File: src/rtl/aha_ahb_mem_init_master.sv
// AHB-Lite initiator that fills a word-aligned region with (address ^ seed)
// and optionally reads it back, counting and locating compare failures.
module aha_ahb_mem_init_master #(
  parameter int ADDR_W = 32,
  parameter int CNT_W  = 16
) (
  input  logic              HCLK,
  input  logic              HRESET,
  input  logic              start,
  input  logic              check_en,
  input  logic [ADDR_W-1:0] base_addr,
  input  logic [CNT_W-1:0]  num_words,
  input  logic [31:0]       seed,
  output logic              busy,
  output logic              done,
  output logic              mismatch,
  output logic              bus_err,
  output logic [CNT_W-1:0]  err_count,
  output logic [ADDR_W-1:0] err_addr,
  output logic [ADDR_W-1:0] HADDR,
  output logic [1:0]        HTRANS,
  output logic              HWRITE,
  output logic [2:0]        HSIZE,
  output logic [2:0]        HBURST,
  output logic [3:0]        HPROT,
  output logic [31:0]       HWDATA,
  input  logic              HREADY,
  input  logic              HRESP,
  input  logic [31:0]       HRDATA
);

  localparam logic [1:0] TR_IDLE   = 2'b00;
  localparam logic [1:0] TR_NONSEQ = 2'b10;

  typedef enum logic [2:0] {S_IDLE, S_FILL, S_CHECK, S_DRAIN, S_DONE} state_t;

  state_t              state_q, state_d;
  logic [ADDR_W-1:0]   base_q, base_d;
  logic [31:0]         seed_q, seed_d;
  logic [CNT_W-1:0]    n_q, n_d;
  logic [CNT_W-1:0]    rem_q, rem_d;
  logic                chk_q, chk_d;
  // transfer currently in its data phase
  logic                dp_vld_q, dp_vld_d;
  logic                dp_wr_q, dp_wr_d;
  logic [ADDR_W-1:0]   dp_addr_q, dp_addr_d;

  logic                busy_d, done_d, mismatch_d, bus_err_d, hwrite_d;
  logic [CNT_W-1:0]    err_count_d;
  logic [ADDR_W-1:0]   err_addr_d, haddr_d;
  logic [1:0]          htrans_d;
  logic [31:0]         hwdata_d;
  logic                acc;
  logic [ADDR_W-1:0]   base_al;

  function automatic logic [31:0] pattern(input logic [ADDR_W-1:0] a, input logic [31:0] s);
    return 32'(a) ^ s;
  endfunction

  assign HSIZE   = 3'b010;
  assign HBURST  = 3'b000;
  assign HPROT   = 4'b0011;
  assign base_al = base_addr & ~ADDR_W'(3);
  assign acc     = HREADY && (HTRANS == TR_NONSEQ);

  always_comb begin
    state_d     = state_q;
    base_d      = base_q;
    seed_d      = seed_q;
    n_d         = n_q;
    rem_d       = rem_q;
    chk_d       = chk_q;
    dp_vld_d    = dp_vld_q;
    dp_wr_d     = dp_wr_q;
    dp_addr_d   = dp_addr_q;
    busy_d      = busy;
    done_d      = 1'b0;
    mismatch_d  = mismatch;
    bus_err_d   = bus_err;
    err_count_d = err_count;
    err_addr_d  = err_addr;
    haddr_d     = HADDR;
    htrans_d    = HTRANS;
    hwrite_d    = HWRITE;
    hwdata_d    = HWDATA;

    // data phase completes on HREADY; reads are compared only on OKAY
    if (HREADY && dp_vld_q) begin
      dp_vld_d = 1'b0;
      if (!dp_wr_q && !HRESP && (HRDATA != pattern(dp_addr_q, seed_q))) begin
        mismatch_d = 1'b1;
        if (err_count != '1) err_count_d = err_count + CNT_W'(1);
        if (!mismatch) err_addr_d = dp_addr_q;
      end
    end

    if (acc) begin
      dp_vld_d  = 1'b1;
      dp_wr_d   = HWRITE;
      dp_addr_d = HADDR;
      rem_d     = rem_q - CNT_W'(1);
      if (HWRITE) hwdata_d = pattern(HADDR, seed_q);
    end

    case (state_q)
      S_IDLE: begin
        if (start) begin
          if (num_words == '0) begin
            state_d = S_DONE;
            done_d  = 1'b1;
          end else begin
            base_d      = base_al;
            seed_d      = seed;
            n_d         = num_words;
            rem_d       = num_words;
            chk_d       = check_en;
            mismatch_d  = 1'b0;
            bus_err_d   = 1'b0;
            err_count_d = '0;
            err_addr_d  = '0;
            haddr_d     = base_al;
            htrans_d    = TR_NONSEQ;
            hwrite_d    = 1'b1;
            busy_d      = 1'b1;
            state_d     = S_FILL;
          end
        end
      end
      S_FILL: begin
        if (acc) begin
          if (rem_q == CNT_W'(1)) begin
            if (chk_q) begin
              // read-back starts right behind the last write's data phase
              state_d  = S_CHECK;
              haddr_d  = base_q;
              hwrite_d = 1'b0;
              rem_d    = n_q;
            end else begin
              state_d  = S_DRAIN;
              htrans_d = TR_IDLE;
            end
          end else begin
            haddr_d = HADDR + ADDR_W'(4);
          end
        end
      end
      S_CHECK: begin
        if (acc) begin
          if (rem_q == CNT_W'(1)) begin
            state_d  = S_DRAIN;
            htrans_d = TR_IDLE;
          end else begin
            haddr_d = HADDR + ADDR_W'(4);
          end
        end
      end
      S_DRAIN: begin
        if (HREADY) begin
          state_d = S_DONE;
          done_d  = 1'b1;
          busy_d  = 1'b0;
        end
      end
      S_DONE:  state_d = S_IDLE;
      default: state_d = S_IDLE;
    endcase

    // first ERROR cycle: withdraw any pending address, then drain the response
    if (dp_vld_q && HRESP && !HREADY && !bus_err &&
        (state_q == S_FILL || state_q == S_CHECK || state_q == S_DRAIN)) begin
      bus_err_d  = 1'b1;
      err_addr_d = dp_addr_q;
      htrans_d   = TR_IDLE;
      state_d    = S_DRAIN;
    end
  end

  always_ff @(posedge HCLK) begin
    if (HRESET) begin
      state_q   <= S_IDLE;
      base_q    <= '0;
      seed_q    <= '0;
      n_q       <= '0;
      rem_q     <= '0;
      chk_q     <= 1'b0;
      dp_vld_q  <= 1'b0;
      dp_wr_q   <= 1'b0;
      dp_addr_q <= '0;
      busy      <= 1'b0;
      done      <= 1'b0;
      mismatch  <= 1'b0;
      bus_err   <= 1'b0;
      err_count <= '0;
      err_addr  <= '0;
      HADDR     <= '0;
      HTRANS    <= TR_IDLE;
      HWRITE    <= 1'b0;
      HWDATA    <= '0;
    end else begin
      state_q   <= state_d;
      base_q    <= base_d;
      seed_q    <= seed_d;
      n_q       <= n_d;
      rem_q     <= rem_d;
      chk_q     <= chk_d;
      dp_vld_q  <= dp_vld_d;
      dp_wr_q   <= dp_wr_d;
      dp_addr_q <= dp_addr_d;
      busy      <= busy_d;
      done      <= done_d;
      mismatch  <= mismatch_d;
      bus_err   <= bus_err_d;
      err_count <= err_count_d;
      err_addr  <= err_addr_d;
      HADDR     <= haddr_d;
      HTRANS    <= htrans_d;
      HWRITE    <= hwrite_d;
      HWDATA    <= hwdata_d;
    end
  end

endmodule
File: config.mk
export PLATFORM = sky130hd
export DESIGN_NAME = aha_ahb_mem_init_master
export DESIGN_NICKNAME = d
export VERILOG_FILES = /design/src/rtl/aha_ahb_mem_init_master.sv
export SDC_FILE = /design/constraint.sdc
export NUM_CORES = 1
export LEC_CHECK = 0
export BUFFER_PORTS_ARGS = -buffer_cell sky130_fd_sc_hd__buf_2
export CAP_MARGIN = 30
export CORE_UTILIZATION = 59
export CTS_CLUSTER_DIAMETER = 80
export DETAILED_ROUTE_END_ITERATION = 8
export GPL_ROUTABILITY_DRIVEN = 0
export PLACE_DENSITY = 0.85
export SLEW_MARGIN = 30
export SYNTH_ARGS = -nofsm -noshare
export SYNTH_HDL_FRONTEND = slang
export SYNTH_SLANG_ARGS = --single-unit
File: constraint.sdc
create_clock -name HCLK -period 6.25 [get_ports HCLK]
set_input_delay 0.9375 -clock HCLK [delete_from_list [all_inputs] [get_ports HCLK]]
set_output_delay 0.9375 -clock HCLK [all_outputs]
set_load 0.02 [all_outputs]
==> impl_metrics.csv <==
group,metric,value,unit
layout,mostFrequentLayoutCell,"nand2_1",
global_routing,grt-ovfl-total,0,
timing,layout_min_cycle_time,3.13,ns
yosys,async_flop_share,0,%
clock_tree,cts_tree,"done",
clock_tree,cts_sinks,246,
route,wl_per_cell,18.8,µm
clock_tree,ctsHoldBuffers,0,
timing,skew,0.0131,ns
route,firstDrtPassIters,5,
placement,dp_hpwl,22.5,mm
clock_tree,clkLatencyLatePin,0.54,ns
yosys,synthCells,1347,
min_path,hold_class,"reg -> reg",
critical_path,cp-start-kind,"input pin",
floorplan,die_x,142,µm
timing,relSlewSlack,47.8,%
clock_tree,clk_pin_slew,0.06,ns
route,antenna_left,0,
timing,hold_viol,0,
yosys,syn-mean-instance-area,8.56,µm²
global_routing,grt_pass1_vias,9842,
clock_tree,cts_setup_buffers,0,
critical_path,worstSetupPathType,"in -> reg",
yosys,syn_area,11500,µm²
global_routing,grt_max_degree,74,
clock_tree,cts_buffers,26,
run,maxCapViolCount,0,
placement,pre_cts_slack,2.60,ns
timing,finalSetupTns,0,ns
critical_path,worstPathArrival,3.61,ns
clock_tree,cts_root_buffer,"clkbuf_16",
yosys,synth_top_cell_by_area,"dfxtp_1",
yosys,synthTopCellsByArea,"dfxtp_1 43%, nand2_1 8.7%, a21oi_1 6.6%",
timing,setup_viol_count_final,0,
layout,nFillCells,1492,
timing,timing.fmax,319,MHz
power_and_ir_drop,leakage,0.00533,µW
yosys,synth_edf_count,0,
route,dr_total_vias,10922,
layout,layout-drive-gt1-share,20.7,%
timing,finalCritPeriodShare,50.2,%
placement,portBuffers,231,
yosys,synth_top_area_share,42.7,%
clock_tree,cts_max_level,1,
layout,finalNetCount,1632,
route,viasPerCell,6.10,
layout,final_cell_mix,"268 x nand2_1, 246 x dfxtp_1, 230 x buf_2",
timing,layout_setup_ws,3.12,ns
timing,hold-worst-slack,0.453,ns
clock_tree,cts.repair.resized,0,
route,drcViolationCount,0,
layout,area_delta_synth_final,17.3,%
yosys,ys_types,71,
global_routing,grt_util_all_layers,32.6,%
timing,rsz0062_at_grt,"no",
critical_path,cp-end-kind,"register",
global_routing,antenna_found_initial,2,
route,drtIter0Drc,1055,
yosys,ys_warn_count,0,
clock_tree,cts_buffer_depth,3,
yosys,ys_ff_latch,246,
timing,tightestPinTransition,0.776,ns
floorplan,ios,247,
outcome,status,"complete, no violations",
route,wirelength,33.7,mm
yosys,synth-seq-area-share,42.7,%
floorplan,coreArea,19000,µm²
floorplan,die_y,142,µm
power_and_ir_drop,vdd_ir_drop_max,0.000225,V
yosys,ys.flop_type,"dfxtp_1",
global_routing,grt_first_pass_wirelength,52.1,mm
floorplan,start_util,60.9,%
critical_path,critPathRequiredTime,6.72,ns
power_and_ir_drop,power_density,397,nW/µm²
floorplan,fp-row-count,50,
timing,finalMaxSlewViolations,0,
floorplan,die_area,20100,µm²
placement,dp.cells,1742,
critical_path,critPathMaxFanout,30,
layout,fin_cells,1790,
## metrics by stage
stage                     area, µm²  total power [µW]  utilization [%]
final                         13500              5370             71.4
after global routing          13500              5610             71.4
after detailed placement      12600              3710             66.5
after floorplan               11600              3240                -
after global placement        12600              3660             66.5
after CTS                     13500              5340             71.3
## cell type report
type,count,area (µm²),area share (%)
timing repair buffer,246,1270,9.43
clock buffer,41,778,5.75
multi-input combinational,976,6040,44.6
clock inverter,6,130,0.962
sequential,246,4920,36.4
antenna,1,2.50,0.0185
tap,260,325,2.41
inverter,14,52.6,0.389
## cell families (layout without fill, tap and decap cells)
family	Yosys count	count (layout)	share of synthesized area, %
xor gates and xnor gates	80	80	9.32
AOI/OAI and AO/OA	370	370	20.5
adders and majority gates	4	4	0.434
buffers and inverters	136	307	5.39
DFF	246	246	42.7
other	2	14	0.0651
and+or+nand+nor	502	502	21.0
muxes	7	7	0.607
## synthesized netlist by cell type, drive strengths merged, types with 4 or more instances
| library cell | number |
|---|---|
| and4 | 8 |
| dfxtp | 246 |
| or3 | 8 |
| ha | 4 |
| clkbuf | 85 |
| nor2 | 63 |
| and2 | 5 |
| xnor2 | 43 |
| nand2b | 6 |
| a31oi | 26 |
| nand4 | 18 |
| nor3 | 20 |
| or2 | 7 |
| o32ai | 5 |
| a21oi | 152 |
| buf | 37 |
| xor2 | 10 |
| nand2 | 268 |
| nor3b | 12 |
| inv | 13 |
| a211oi | 33 |
| nor4 | 25 |
| a311oi | 5 |
| o22ai | 4 |
| a22oi | 5 |
| and3 | 13 |
| a22o | 51 |
| or4 | 7 |
| o21ai | 54 |
| mux2i | 7 |
| xnor3 | 27 |
| o31ai | 7 |
| nand3 | 28 |
## worst paths after layout
kind | startpoint | end | slack, ns | cells after the start
worst max-delay path | num_words[11] | err_addr[23] | 3.12 | 7
worst min-delay path | base_q[5] | base_q[5] | 0.45 | 2
worst max register to register | rem_q[3] | HADDR[14] | 3.46 | 6
worst min register to register | base_q[5] | base_q[5] | 0.45 | 2
## registers in the layout, summed over array words and instances (netlist names)
register,cells
dp_addr_q,30
err_count,16
mismatch,1
HWRITE,1
busy,1
HTRANS,1
rem_q,16
dp_wr_q,1
state_q,3
done,1
err_addr,32
base_q,30
bus_err,1
HADDR,30
seed_q,32
chk_q,1
dp_vld_q,1
n_q,16
HWDATA,32
## power breakdown
group | switching [µW] | leakage, µW | internal [µW] | total, µW
logic | 969 | 0.00288 | 617 | 1590
registers | 336 | 0.00200 | 1800 | 2140
clock network | 630 | 0.000444 | 1010 | 1640
## per-layer routing
metal / up-vias / GRT usage [%] / part of all wire [%]
met5: - / 0 / 0.036
met4: 2 / 12.2 / 3.2
met3: 87 / 6.38 / 9.4
met2: 623 / 52.5 / 46
met1: 5097 / 43.5 / 41
li1: 5113 / - / -
## worst max-delay path: stages
cell,delay [ns]
buf_2,0.10
nor4_1,0.47
nand4_1,0.34
and4b_2,0.52
nor2_2,0.29
a41o_2,0.68
a22o_2,0.25
(Power assumes the default switching activity.)
